$ cat config.mk
export PLATFORM = sky130hd
export DESIGN_NAME = fetch_unit
export DESIGN_NICKNAME = d
export VERILOG_FILES = /design/src/rtl/cpu_pkg.sv /design/src/rtl/fetch_unit_pc_reg.sv /design/src/rtl/fetch_unit.sv
export SDC_FILE = /design/constraint.sdc
export NUM_CORES = 1
export LEC_CHECK = 0
export CAP_MARGIN = 25
export CORE_UTILIZATION = 48
export DETAILED_ROUTE_END_ITERATION = 10
export MAX_ROUTING_LAYER = met4
export PLACE_DENSITY = 0.93
export SYNTH_ARGS = -nofsm -noshare
export SYNTH_HDL_FRONTEND = slang
export SYNTH_HIERARCHICAL = 1
export SYNTH_SLANG_ARGS = --single-unit
$ cat constraint.sdc
create_clock -name clk -period 4 [get_ports clk]
set_input_delay 0.6 -clock clk [delete_from_list [all_inputs] [get_ports clk]]
set_output_delay 0.6 -clock clk [all_outputs]
set_load 0.02 [all_outputs]
$ cat src/rtl/cpu_pkg.sv
// cpu_pkg: definitions shared by the fetch unit, the control decoder and the ALU.
//   fetch_state_t      : fetch FSM states BOOT / RUN / HALT
//   OPC_NOP / OPC_HALT : reserved opcodes (no-op filler and stop-fetch)
//   STAT_Z..STAT_V     : bit positions inside the 4-bit status register {V,C,N,Z}
package cpu_pkg;

  typedef enum logic [1:0] {
    BOOT = 2'd0,
    RUN  = 2'd1,
    HALT = 2'd2
  } fetch_state_t;

  localparam logic [6:0] OPC_NOP  = 7'b1111110;
  localparam logic [6:0] OPC_HALT = 7'b1111111;

  localparam int STAT_Z = 0;
  localparam int STAT_N = 1;
  localparam int STAT_C = 2;
  localparam int STAT_V = 3;

endpackage : cpu_pkg

$ cat src/rtl/fetch_unit_pc_reg.sv
// pc_reg: program counter with load / increment / hold.
//   clk, rst_n  : clock, asynchronous active-low reset (PC resets to 0)
//   load_i      : load load_val_i (has priority over inc_i)
//   load_val_i  : jump target
//   inc_i       : advance PC by one, wrapping modulo 2^PC_W
//   pc_o        : current PC
//   wrap_o      : PC sits at the last address, so an increment now would wrap
module pc_reg #(
  parameter int PC_W = 8
) (
  input  logic            clk,
  input  logic            rst_n,
  input  logic            load_i,
  input  logic [PC_W-1:0] load_val_i,
  input  logic            inc_i,
  output logic [PC_W-1:0] pc_o,
  output logic            wrap_o
);

  logic [PC_W-1:0] pc_q, pc_d;

  always_comb begin
    // NOTE: default assigned first so every path drives pc_d and no latch is inferred.
    pc_d = pc_q;
    if (load_i) begin
      pc_d = load_val_i;
    end else if (inc_i) begin
      pc_d = pc_q + PC_W'(1);
    end
  end

  always_ff @(posedge clk or negedge rst_n) begin
    if (!rst_n) begin
      pc_q <= '0;
    end else begin
      // NOTE: non-blocking so every flop samples pre-edge values, whatever the block order.
      pc_q <= pc_d;
    end
  end

  assign pc_o   = pc_q;
  assign wrap_o = &pc_q;

endmodule : pc_reg

$ cat src/rtl/fetch_unit.sv
// fetch_unit: instruction fetch stage of the A/B accumulator CPU.
//   clk, rst_n          : clock, asynchronous active-low reset
//   stall               : freeze PC, IR, status and FSM for this cycle
//   ld_pc               : control's LP; jump to the literal held in the IR
//   imem_addr/imem_data : instruction ROM address (= PC) and its combinational word
//   opcode/literal      : IR fields; opcode reads NOP_OPC whenever the IR is not live
//   ir_pc, ir_valid     : fetch address of the IR word, IR-live flag
//   alu_flags, flags_we : {V,C,N,Z} from the ALU and its write enable
//   status              : status register read back by control
//   halted              : fetch stopped; only reset leaves this state
// Build option FETCH_WRAP_HALT_EN: a sequential fetch past the last ROM address
// halts instead of wrapping to 0 (the last word is still fetched and executed).
module fetch_unit
  import cpu_pkg::*;
#(
  parameter int              PC_W     = 8,
  parameter int              OPC_W    = 7,
  parameter int              LIT_W    = 8,
  parameter logic [OPC_W-1:0] NOP_OPC  = OPC_NOP,
  parameter logic [OPC_W-1:0] HALT_OPC = OPC_HALT,
  localparam int             INSTR_W  = OPC_W + LIT_W
) (
  input  logic               clk,
  input  logic               rst_n,
  input  logic               stall,
  input  logic               ld_pc,
  output logic [PC_W-1:0]    imem_addr,
  input  logic [INSTR_W-1:0] imem_data,
  output logic [OPC_W-1:0]   opcode,
  output logic [LIT_W-1:0]   literal,
  output logic [PC_W-1:0]    ir_pc,
  output logic               ir_valid,
  input  logic [3:0]         alu_flags,
  input  logic               flags_we,
  output logic [3:0]         status,
  output logic               halted
);

`ifdef FETCH_WRAP_HALT_EN
  localparam bit WrapHaltEn = 1'b1;
`else
  localparam bit WrapHaltEn = 1'b0;
`endif

  fetch_state_t     state_q, state_d;
  logic [OPC_W-1:0] ir_opc_q, ir_opc_d;
  logic [LIT_W-1:0] ir_lit_q, ir_lit_d;
  logic [PC_W-1:0]  ir_pc_q, ir_pc_d;
  logic             ir_valid_q, ir_valid_d;
  logic [3:0]       status_q, status_d;
  // Set once the last address has been fetched; the next executed edge halts.
  logic             wrap_pend_q, wrap_pend_d;

  logic             pc_load, pc_inc, pc_at_max;
  logic [PC_W-1:0]  pc;

  pc_reg #(.PC_W(PC_W)) u_pc_reg (
    .clk        (clk),
    .rst_n      (rst_n),
    .load_i     (pc_load),
    .load_val_i (ir_lit_q[PC_W-1:0]),
    .inc_i      (pc_inc),
    .pc_o       (pc),
    .wrap_o     (pc_at_max)
  );

  always_comb begin
    state_d     = state_q;
    ir_opc_d    = ir_opc_q;
    ir_lit_d    = ir_lit_q;
    ir_pc_d     = ir_pc_q;
    ir_valid_d  = ir_valid_q;
    status_d    = status_q;
    wrap_pend_d = wrap_pend_q;
    pc_load     = 1'b0;
    pc_inc      = 1'b0;

    unique case (state_q)
      BOOT: state_d = RUN;

      RUN: begin
        if (!stall) begin
          if (flags_we && ir_valid_q) status_d = alu_flags;

          if (ir_valid_q && ir_opc_q == HALT_OPC) begin
            state_d    = HALT;
            ir_valid_d = 1'b0;
          end else if (ld_pc && ir_valid_q) begin
            // The word fetched behind the jump is wrong-path: drop it (one bubble).
            pc_load     = 1'b1;
            ir_valid_d  = 1'b0;
            wrap_pend_d = 1'b0;
          end else if (wrap_pend_q) begin
            state_d    = HALT;
            ir_valid_d = 1'b0;
          end else begin
            ir_opc_d   = imem_data[INSTR_W-1 -: OPC_W];
            ir_lit_d   = imem_data[LIT_W-1:0];
            ir_pc_d    = pc;
            ir_valid_d = 1'b1;
            if (WrapHaltEn && pc_at_max) wrap_pend_d = 1'b1;
            else                         pc_inc      = 1'b1;
          end
        end
      end

      default: ;  // HALT: frozen until reset
    endcase
  end

  always_ff @(posedge clk or negedge rst_n) begin
    if (!rst_n) begin
      state_q     <= BOOT;
      ir_opc_q    <= NOP_OPC;
      ir_lit_q    <= '0;
      ir_pc_q     <= '0;
      ir_valid_q  <= 1'b0;
      status_q    <= '0;
      wrap_pend_q <= 1'b0;
    end else begin
      state_q     <= state_d;
      ir_opc_q    <= ir_opc_d;
      ir_lit_q    <= ir_lit_d;
      ir_pc_q     <= ir_pc_d;
      ir_valid_q  <= ir_valid_d;
      status_q    <= status_d;
      wrap_pend_q <= wrap_pend_d;
    end
  end

  assign imem_addr = pc;
  assign opcode    = ir_valid_q ? ir_opc_q : NOP_OPC;
  assign literal   = ir_lit_q;
  assign ir_pc     = ir_pc_q;
  assign ir_valid  = ir_valid_q;
  assign status    = status_q;
  assign halted    = (state_q == HALT);

endmodule : fetch_unit

==> run metrics <==
status=finished, final reports clean; Die X=63.0 µm; vias in the first global route=1265; Filler Cell Count=206; Worst-Skew Late Latency=0.29 ns; count of input and output buffers=60; PnR worst setup slack=1.68 ns; Vias=1287; Synth Warn #=6; Slew Viols, Final=0; register area=958 µm²; post-route ant nets=0; Setup WS pre-CTS=1.17 ns; CP Data Arrival Time=2.55 ns; CP endpoint kind=flop; Multi-input gate area=769 µm²; largest net degree at the start of global routing=39; Switching Fraction=0.372; Worst EP required=4.23 ns; Nets=219; Pleak=0.00109 µW; layout cells sized above 1=0.246; maximum clock path buffer count=2; Net Switching=770 µW; final setup TNS=0 ns; Post-CTS Setup Bufs=0; ratio of final minimum period to clock period=0.579; slew at the pin with the worst max-slew slack=0.795 ns; CP Cell Sequence=clkdlybuf4s50_1 -> nor3b_4 -> o211ai_4 -> buf_12 -> inv_1 -> nand4_1 -> or4_1 -> nand3_1; Crit path largest cell delay=0.45 ns; max-cap violations=0; H-tree Lvls=2; cts bufs inserted=5; Logic pwr share=0.499; # hold bufs at CTS=0; internal power=1300 µW; RSZ-0062 raised after global routing=false; Die Y=63.0 µm; syn_area_per_cell=13.5 µm²; Remaining DRCs=0; Reg power frac=0.373; CTS tree=done; slowest CP cell=clkdlybuf4s50_1; first-pass GRT wire length=6110 µm; final WL=3690 µm; initial antenna violation count=0; pwr dens=825 nW/µm²; final core utilization=0.727; worst ir drop on vdd=0.345 mV; io pins=61; final instance area=2500 µm²; CP Class=in2reg; worst min-delay path class=in2async; Reg clk slew, reported paths=0.07 ns; RePlAce Congestion=0.797; row count=21; Area after DPL=2390 µm²; wire per inst=15.3 µm; placed instance count=232; Synth Net Count=157; post_cts resized=0; clock share of power=0.128; Synth Cell Area=1790 µm²; clock skew=0.00558 ns; Via density=5.34; root buffer cell=clkbuf_8; ant diodes=0; Initial DRC Count=71; Overflow after GRT=0; final setup fails=0; fmax=432 MHz; CTS sink cnt=38; Post-Layout Cell Count=241; relative slew slack=0.470; TritonRoute pass-1 iters=4; Post-Syn Instances=132; total track usage=0.213; post-DP HPWL=2650 µm; core region area=3440 µm²; Worst setup SP type=primary input; critical path peak fanout=23; area grow syn2layout=40.2%; Initial Utilization=0.519; r2r setup slk=1.99 ns; Final Hold Vio Count=0; total die area=3970 µm²; minimum clock period=2.32 ns
## sequential cells by signal (all words and copies together) (netlist names)
| signal | count |
|---|---|
| state_q | 2 |
| u_pc_reg/pc_o | 8 |
| literal | 8 |
| ir_opc_q | 7 |
| status | 4 |
| ir_valid | 1 |
| ir_pc | 8 |
## cell type report
type / instances / area share
Sequential cell: 38 / 0.383
Inverter: 1 / 0.00150
Timing Repair Buffer: 62 / 0.249
Clock buffer: 7 / 0.0345
Multi-Input combinational cell: 86 / 0.307
Tap cell: 46 / 0.0230
Clock inverter: 1 / 0.00200
## final timing paths
kind | start | endpoint | depth (start not counted)
worst max-delay path | stall | u_pc_reg/pc_o[7] | 8
worst min register to register | ir_pc[6] | ir_pc[6] | 1
worst min-delay path | rst_n | status[0] | 1
max in group asynchronous | rst_n | ir_opc_q[0] | 1
worst max register to register | state_q[1] | u_pc_reg/pc_o[7] | 7
min in group clk | ir_pc[6] | ir_pc[6] | 1
## layout by cell type, fill, tap and decap left out, types with 3 or more instances in the layout
cell / count
clkbuf_8: 6
nand4_1: 4
nor2b_1: 4
clkdlybuf4s50_1: 59
nand2_1: 12
or4_1: 3
nand3_1: 5
mux2_4: 18
or2b_1: 3
mux2_2: 9
dfrtp_1: 32
o21ai_0: 8
dfstp_2: 6
nand2b_1: 3
xor2_1: 3
## worst max-delay path: cells and delay by family
kind / cells / cell delay [ns]
and+or+nand+nor: 4 / 0.93
buffers and inverters: 3 / 0.84
AOI/OAI and AO/OA: 1 / 0.15
## metrics by stage
stage / total power, µW / hold WS, ns
detailed placement: 1800 / 0.505
floorplan: 1350 / 0.304
global placement: 1760 / 0.490
global route: 2180 / 0.440
finish: 2070 / 0.391
CTS: 2070 / 0.415
## power groups by stage
| stage | Combinational [µW] | Clock [µW] | Sequential (µW) |
|---|---|---|---|
| after floorplan | 451 | 0 | 897 |
| after global placement | 1000 | 0 | 757 |
| after detailed placement | 1030 | 0 | 773 |
| after CTS | 1030 | 270 | 768 |
| after global routing | 1090 | 291 | 799 |
| final | 1030 | 264 | 770 |
## layer usage
metal | global-route usage | vias to the layer above | share of wire
met4 | 0.0843 | 0 | 0.021
li1 | - | 584 | -
met2 | 0.352 | 61 | 0.53
met3 | 0.0785 | 12 | 0.070
met1 | 0.230 | 630 | 0.38
met5 | - | - | 0
No activity file was read; power rests on OpenSTA's default activity.
